`src/rtl/program_fetch_sequencer_if.sv`:
```
// program_fetch_sequencer_if: control, ROM and decode-side signals of the fetch sequencer.
interface program_fetch_sequencer_if #(parameter int DATA_WIDTH = 32);
  logic                  start_i;
  logic                  halt_i;
  logic                  redirect_i;
  logic [DATA_WIDTH-1:0] redirect_pc_i;
  logic [DATA_WIDTH-1:0] rom_addr_o;
  logic [DATA_WIDTH-1:0] rom_instr_i;
  logic [DATA_WIDTH-1:0] instr_o;
  logic [DATA_WIDTH-1:0] instr_pc_o;
  logic                  instr_valid_o;
  logic                  instr_ready_i;
  logic                  busy_o;
  logic                  fault_o;
  modport master (
    input  start_i, halt_i, redirect_i, redirect_pc_i, rom_instr_i, instr_ready_i,
    output rom_addr_o, instr_o, instr_pc_o, instr_valid_o, busy_o, fault_o
  );
  modport slave (
    output start_i, halt_i, redirect_i, redirect_pc_i, rom_instr_i, instr_ready_i,
    input  rom_addr_o, instr_o, instr_pc_o, instr_valid_o, busy_o, fault_o
  );
endinterface

```
`src/rtl/program_fetch_sequencer.sv`:
```
// program_fetch_sequencer: owns the PC, buffers one ROM word for decode, sticky fault on bad PCs.
// Optional FETCH_PERF_COUNTERS_EN adds fetch_count_o / stall_count_o.
module program_fetch_sequencer #(
  parameter int                    DATA_WIDTH   = 32,
  parameter int                    MEMORY_DEPTH = 32,
  parameter logic [DATA_WIDTH-1:0] RESET_PC     = '0
) (
  input  logic                     clk,
  input  logic                     reset,
  program_fetch_sequencer_if.master bus
`ifdef FETCH_PERF_COUNTERS_EN
  ,
  output logic [31:0]              fetch_count_o,
  output logic [31:0]              stall_count_o
`endif
);
  typedef enum logic [1:0] {IDLE, FETCH, HALT, FAULT} state_t;
  state_t                r_state, w_next;
  logic [DATA_WIDTH-1:0] r_pc, r_instr, r_instr_pc;
  logic                  r_valid;
  logic                  w_slot, w_in_range, w_misaligned;
  assign w_in_range   = {2'b00, r_pc[DATA_WIDTH-1:2]} < DATA_WIDTH'(MEMORY_DEPTH);
  assign w_misaligned = bus.redirect_pc_i[1:0] != 2'b00;
  assign w_slot       = r_state == FETCH && !bus.halt_i && !bus.redirect_i && (!r_valid || bus.instr_ready_i);
  always_comb begin
    w_next = r_state;
    if (r_state != FAULT) begin
      if (bus.redirect_i && w_misaligned) w_next = FAULT;
      else if (r_state == FETCH && bus.halt_i) w_next = HALT;
      else if (w_slot && !w_in_range) w_next = FAULT;
      else if (r_state != FETCH && !bus.redirect_i && bus.start_i && !bus.halt_i) w_next = FETCH;
    end
  end
  always_ff @(posedge clk) begin
    if (!reset) begin
      r_state    <= IDLE;
      r_pc       <= RESET_PC;
      r_instr    <= '0;
      r_instr_pc <= '0;
      r_valid    <= 1'b0;
    end else begin
      r_state <= w_next;
      if (r_state == FAULT) begin
        r_valid <= 1'b0;
      end else if (bus.redirect_i) begin
        r_valid <= 1'b0;
        if (!w_misaligned) r_pc <= bus.redirect_pc_i;
      end else if (w_slot) begin
        r_valid <= w_in_range;
        if (w_in_range) begin
          r_instr    <= bus.rom_instr_i;
          r_instr_pc <= r_pc;
          r_pc       <= r_pc + DATA_WIDTH'(4);
        end
      end else if (r_valid && bus.instr_ready_i) begin
        r_valid <= 1'b0;
      end
    end
  end
`ifdef FETCH_PERF_COUNTERS_EN
  always_ff @(posedge clk) begin
    if (!reset) begin
      fetch_count_o <= '0;
      stall_count_o <= '0;
    end else begin
      if (w_slot && w_in_range) fetch_count_o <= fetch_count_o + 32'd1;
      if (r_state == FETCH && r_valid && !bus.instr_ready_i) stall_count_o <= stall_count_o + 32'd1;
    end
  end
`endif
  assign bus.rom_addr_o    = r_pc;
  assign bus.instr_o       = r_instr;
  assign bus.instr_pc_o    = r_instr_pc;
  assign bus.instr_valid_o = r_valid;
  assign bus.busy_o        = r_state == FETCH;
  assign bus.fault_o       = r_state == FAULT;
endmodule
```
`src/flat_wrapper.sv`:
```
// flat-port wrapper written by rule: the top's interface ports become plain ports
module program_fetch_sequencer_flat 
#(
  parameter int                    DATA_WIDTH   = 32,
  parameter int                    MEMORY_DEPTH = 32,
  parameter logic [DATA_WIDTH-1:0] RESET_PC     = '0
)
  (clk, reset, bus_start_i, bus_halt_i, bus_redirect_i, bus_redirect_pc_i, bus_rom_instr_i, bus_instr_ready_i, bus_rom_addr_o, bus_instr_o, bus_instr_pc_o, bus_instr_valid_o, bus_busy_o, bus_fault_o);
  program_fetch_sequencer_if #(.DATA_WIDTH(DATA_WIDTH)) bus_i ();
  input  logic clk;
  input  logic reset;
  input wire logic [$bits(bus_i.start_i)-1:0] bus_start_i;
  input wire logic [$bits(bus_i.halt_i)-1:0] bus_halt_i;
  input wire logic [$bits(bus_i.redirect_i)-1:0] bus_redirect_i;
  input wire logic [$bits(bus_i.redirect_pc_i)-1:0] bus_redirect_pc_i;
  input wire logic [$bits(bus_i.rom_instr_i)-1:0] bus_rom_instr_i;
  input wire logic [$bits(bus_i.instr_ready_i)-1:0] bus_instr_ready_i;
  output wire logic [$bits(bus_i.rom_addr_o)-1:0] bus_rom_addr_o;
  output wire logic [$bits(bus_i.instr_o)-1:0] bus_instr_o;
  output wire logic [$bits(bus_i.instr_pc_o)-1:0] bus_instr_pc_o;
  output wire logic [$bits(bus_i.instr_valid_o)-1:0] bus_instr_valid_o;
  output wire logic [$bits(bus_i.busy_o)-1:0] bus_busy_o;
  output wire logic [$bits(bus_i.fault_o)-1:0] bus_fault_o;
  assign bus_i.start_i = bus_start_i;
  assign bus_i.halt_i = bus_halt_i;
  assign bus_i.redirect_i = bus_redirect_i;
  assign bus_i.redirect_pc_i = bus_redirect_pc_i;
  assign bus_i.rom_instr_i = bus_rom_instr_i;
  assign bus_i.instr_ready_i = bus_instr_ready_i;
  assign bus_rom_addr_o = bus_i.rom_addr_o;
  assign bus_instr_o = bus_i.instr_o;
  assign bus_instr_pc_o = bus_i.instr_pc_o;
  assign bus_instr_valid_o = bus_i.instr_valid_o;
  assign bus_busy_o = bus_i.busy_o;
  assign bus_fault_o = bus_i.fault_o;
  program_fetch_sequencer #(.DATA_WIDTH(DATA_WIDTH), .MEMORY_DEPTH(MEMORY_DEPTH), .RESET_PC(RESET_PC)) u_core (.clk(clk), .reset(reset), .bus(bus_i));
endmodule
```
`config.mk`:
```
export PLATFORM = sky130hd
export DESIGN_NAME = program_fetch_sequencer_flat
export DESIGN_NICKNAME = d
export VERILOG_FILES = /design/src/rtl/program_fetch_sequencer_if.sv /design/src/rtl/program_fetch_sequencer.sv /design/src/flat_wrapper.sv
export SDC_FILE = /design/constraint.sdc
export NUM_CORES = 1
export LEC_CHECK = 0
export ABC_AREA = 0
export BUFFER_PORTS_ARGS = -buffer_cell sky130_fd_sc_hd__buf_2
export CORE_MARGIN = 2
export CORE_UTILIZATION = 48
export CTS_BUF_LIST = sky130_fd_sc_hd__clkbuf_4 sky130_fd_sc_hd__clkbuf_8
export DETAILED_ROUTE_END_ITERATION = 10
export PLACE_DENSITY = 0.82
export REMOVE_ABC_BUFFERS = 1
export SLEW_MARGIN = 20
export SYNTH_ARGS = -nofsm -noshare
export SYNTH_HDL_FRONTEND = slang
export SYNTH_SLANG_ARGS = --single-unit
export TNS_END_PERCENT = 30
```
`constraint.sdc`:
```
create_clock -name clk -period 2.4 [get_ports clk]
set_input_delay 0 -clock clk [delete_from_list [all_inputs] [get_ports clk]]
set_output_delay 0 -clock clk [all_outputs]
set_load 0.02 [all_outputs]
```
==> qor.tcl <==
set qor(worst_ep_required_time_ns) 2.66
set qor(top_cells_by_area_in_the_synthesized_netlist) {dfxtp_1, mux2i_1, nor2b_1}
set qor(area.growth.synth_to_final_pct) 46.8
set qor(critPathMaxFanout) 37
set qor(global_route.usage.met3_pct) 6.66
set qor(design.portCount) 169
set qor(multiInputGateArea_um2) 1620
set qor(outcome) {finished, final reports clean}
set qor(grt_max_degree) 57
set qor(grt_setup_unrepaired) {no}
set qor(critPathCaptureType) {register}
set qor(grtUsageTotal_pct) 25.2
set qor(netlist.top_cell.by_area) {dfxtp_1}
set qor(synth-adder-area-share_pct) 0.337
set qor(numPlacedInstances) 638
set qor(post_synth_mux_area_share_pct) 11.1
set qor(max_slew_margin_pct) 49.5
set qor(synth_xor_area_share_pct) 0
set qor(hold_path_startpoint) {bus_redirect_pc_i[7]}
set qor(worstPathArrival_ns) 2.39
set qor(slowest_cell_delay_on_critical_path_ns) 0.39
set qor(first_pass_iters) 4
set qor(fin_total_pwr_w) 0.00315
set qor(cts.clk_slew.worst_paths_ns) 0.11
set qor(synth_warn) 0
set qor(critical_path.cell_chain) {nor4_1 > nand4_1 > nor3_4 > buf_12 > mux2i_1 > nor2b_1}
set qor(postSynthRegisterBits) 99
set qor(place_congestion) 0.755
set qor(timing.hold.ws_ns) 0.0203
set qor(grt_remaining_overflow) 0
set qor(synth.most_common_cell) {dfxtp_1}
set qor(setup_violations) 0
set qor(synth-seq-area-share_pct) 53.4
set qor(routed_wirelength_um) 10800
set qor(timing.setup.critical_path_class) {reg2reg}
set qor(synth_edf_count) 0
set qor(avgSynthCellArea_um2) 9.70
set qor(met1_usage_pct) 28.9
set qor(cp_bufs_invs) 1
set qor(timing.critical_path.from) {u_core.bus.rom_addr_o[31]}
set qor(most_common_flop_cell_mapped_by_yosys) {dfxtp_1}
set qor(design.core.area_um2) 7610
set qor(start_util_pct) 48.8
set qor(post_cts.repair.setup_buffers) 0
set qor(clock_tree.root_cell) {clkbuf_8}
set qor(static-leakage-power_nw) 2.43
set qor(tritoncts) {built}
set qor(power.ir.vdd_worst_uv) 554
set qor(n_antenna_cell) 0
set qor(design_area_um2) 5450
set qor(worst_setup_path_start_kind) {register}
set qor(post_synth_and_or_nand_nor_area_fraction_pct) 24.3
set qor(clock_skew_ns) 0.0103
set qor(dominant_combinational_cell_family_by_area_after_synthesis) {simple AND/OR/NAND/NOR gates}
set qor(vias_in_the_first_global_route) 3656
set qor(synthArstFlopShare_pct) 0
set qor(remaining_drc_errors) 0
set qor(core.rowCount) 32
set qor(global_route.usage.met2_pct) 43.5
set qor(port-buffer-count) 168
set qor(post_route_cells_drive_above_1_share_pct) 31.7
set qor(clock-sinks) 99
set qor(timing.final.max_slew_violations) 0
set qor(netlist_instances) 383
set qor(clkLatencyLatePin_ns) 0.37
set qor(grt_first_pass_wirelength_um) 17000
set qor(detailed_place.area_um2) 4650
set qor(class_of_the_tightest_hold_or_removal_check) {in2reg}
set qor(min_period_over_period_pct) 88.8
set qor(hpwl_reported_at_the_end_of_detailed_placement_um) 6880
set qor(achievable-frequency_mhz) 469
set qor(floorplan.die.height_um) 92.0
set qor(post_cts_resized) 0
set qor(post_synth_num_cell_types) 38
set qor(cpLargestDelayFamily) {simple AND/OR/NAND/NOR gates}
set qor(cpMaxStageDelayCell) {nor3_4}
set qor(fill_cells) 585
set qor(clock_tree.htree_level_count) 3
set qor(worst_r2r_startpoint) {u_core.bus.rom_addr_o[31]}
set qor(antenna_found_initial) 0
set qor(maximum_count_of_clock_buffers_along_a_single_path) 2
set qor(sequential_cell_area_um2) 1980
set qor(drv_cap) 0
set qor(die_area_um2) 8460
set qor(finish.net_count) 678
set qor(ant_nets) 0
set qor(die-width_um) 92.0
set qor(layoutNonFillerInstCount) 714
set qor(vias) 3651
set qor(synth.cell_area_um2) 3710
set qor(via_density_per_instance) 5.11
set qor(synth_compound_area_share_pct) 7.78
set qor(numCtsBuffers) 9
set qor(post_synth_most_frequent_cells) {dfxtp_1, nand2_1, mux2i_1, nor2b_1, and2_1}
set qor(worst_pin_slew_ns) 0.756
set qor(routed_wire_length_per_instance_um) 15.2
set qor(post-synth-top-area-fraction_pct) 53.4
set qor(post-route-min-period_ns) 2.13
set qor(powerDensity_nw_per_um2) 578
set qor(detail_route.iter0.violations) 142
set qor(globalRoute.busiestLayer) {met2}
set qor(hold_violation_count_in_the_final_report) 0
-- state kept, by name, indices dropped and copies added (netlist names) --
| name | count |
|---|---|
| u_core.bus.instr_o | 32 |
| u_core.bus.instr_pc_o | 32 |
| u_core.bus.instr_valid_o | 1 |
| u_core.bus.rom_addr_o | 32 |
| u_core.r_state | 2 |
-- layout make-up --
| type | instances | area share [%] |
|---|---|---|
| clock buffers | 9 | 2.27 |
| clock inverters | 7 | 1.33 |
| inverters | 4 | 0.275 |
| multi-input cells | 258 | 29.8 |
| flip-flops and latches | 99 | 36.4 |
| well taps | 102 | 2.34 |
| repair buffers | 235 | 27.6 |
-- power by group --
part | internal [W] | switching [W]
combinational | 0.000191 | 0.000196
clock | 0.000408 | 0.000650
sequential | 0.00167 | 0.0000324
total | 0.00227 | 0.000878
-- cells by family after synthesis --
| group | count (synthesis) |
|---|---|
| simple gates | 170 |
| fa+ha+maj | 1 |
| buf+inv | 26 |
| flops | 99 |
| compound gates | 46 |
| mux | 41 |
-- cells in the final DEF (no fill, tap or decap), drive strengths merged, types with 4 or more instances in the layout --
cell / Yosys / layout
clkinv: 1 / 4
mux2i: 41 / 41
nor3: 8 / 8
and2: 25 / 25
nand3: 14 / 14
nand4: 6 / 6
dfxtp: 99 / 99
o211ai: 5 / 5
nor4: 6 / 6
buf: 5 / 175
dlygate4sd3: 0 / 60
a21oi: 22 / 22
o21ai: 6 / 6
nand2: 49 / 49
inv: 3 / 6
clkbuf: 17 / 9
nor2: 11 / 11
nor2b: 39 / 39
-- layer usage --
layer  share of wire, %  vias to the layer above
met3                7.4                       37
met5                  0                        -
met4                3.7                        0
met2                 49                      158
met1                 39                     1699
li1                   -                     1757
-- worst register-to-register path, delay by kind of cell, from the launching register on --
kind / cells / cell delay (ns)
multiplexers: 1 / 0.29
flip-flops: 1 / 0.34
buffers and inverters: 1 / 0.29
AND/OR/NAND/NOR: 4 / 1.09
-- worst paths after layout --
kind                                     to  slack (ns)  cells after the start
setup / recovery      u_core.bus.instr_o[2]        0.27                      6
hold reg to reg   u_core.bus.instr_pc_o[20]        0.47                      1
setup reg to reg      u_core.bus.instr_o[2]        0.27                      6
hold / removal     u_core.bus.rom_addr_o[7]        0.02                      3
-- through the flow --
step	utilization, %	setup slack [ns]	TNS [ns]
2_1_floorplan	-	-2.33	-138.23
3_3_place_gp	61.1	0.403	0
3_5_place_dp	61.1	0.337	0
4_1_cts	71.6	0.322	0
5_1_grt	71.6	0.130	0
6_report	71.6	0.268	0
-- repair_timing --
action                                  in CTS  in global routing
hold buffers                                60                  0
hold endpoints to repair                    57                  0
endpoints found under the setup margin       0                  0
No activity file was read; power rests on OpenSTA's default activity.
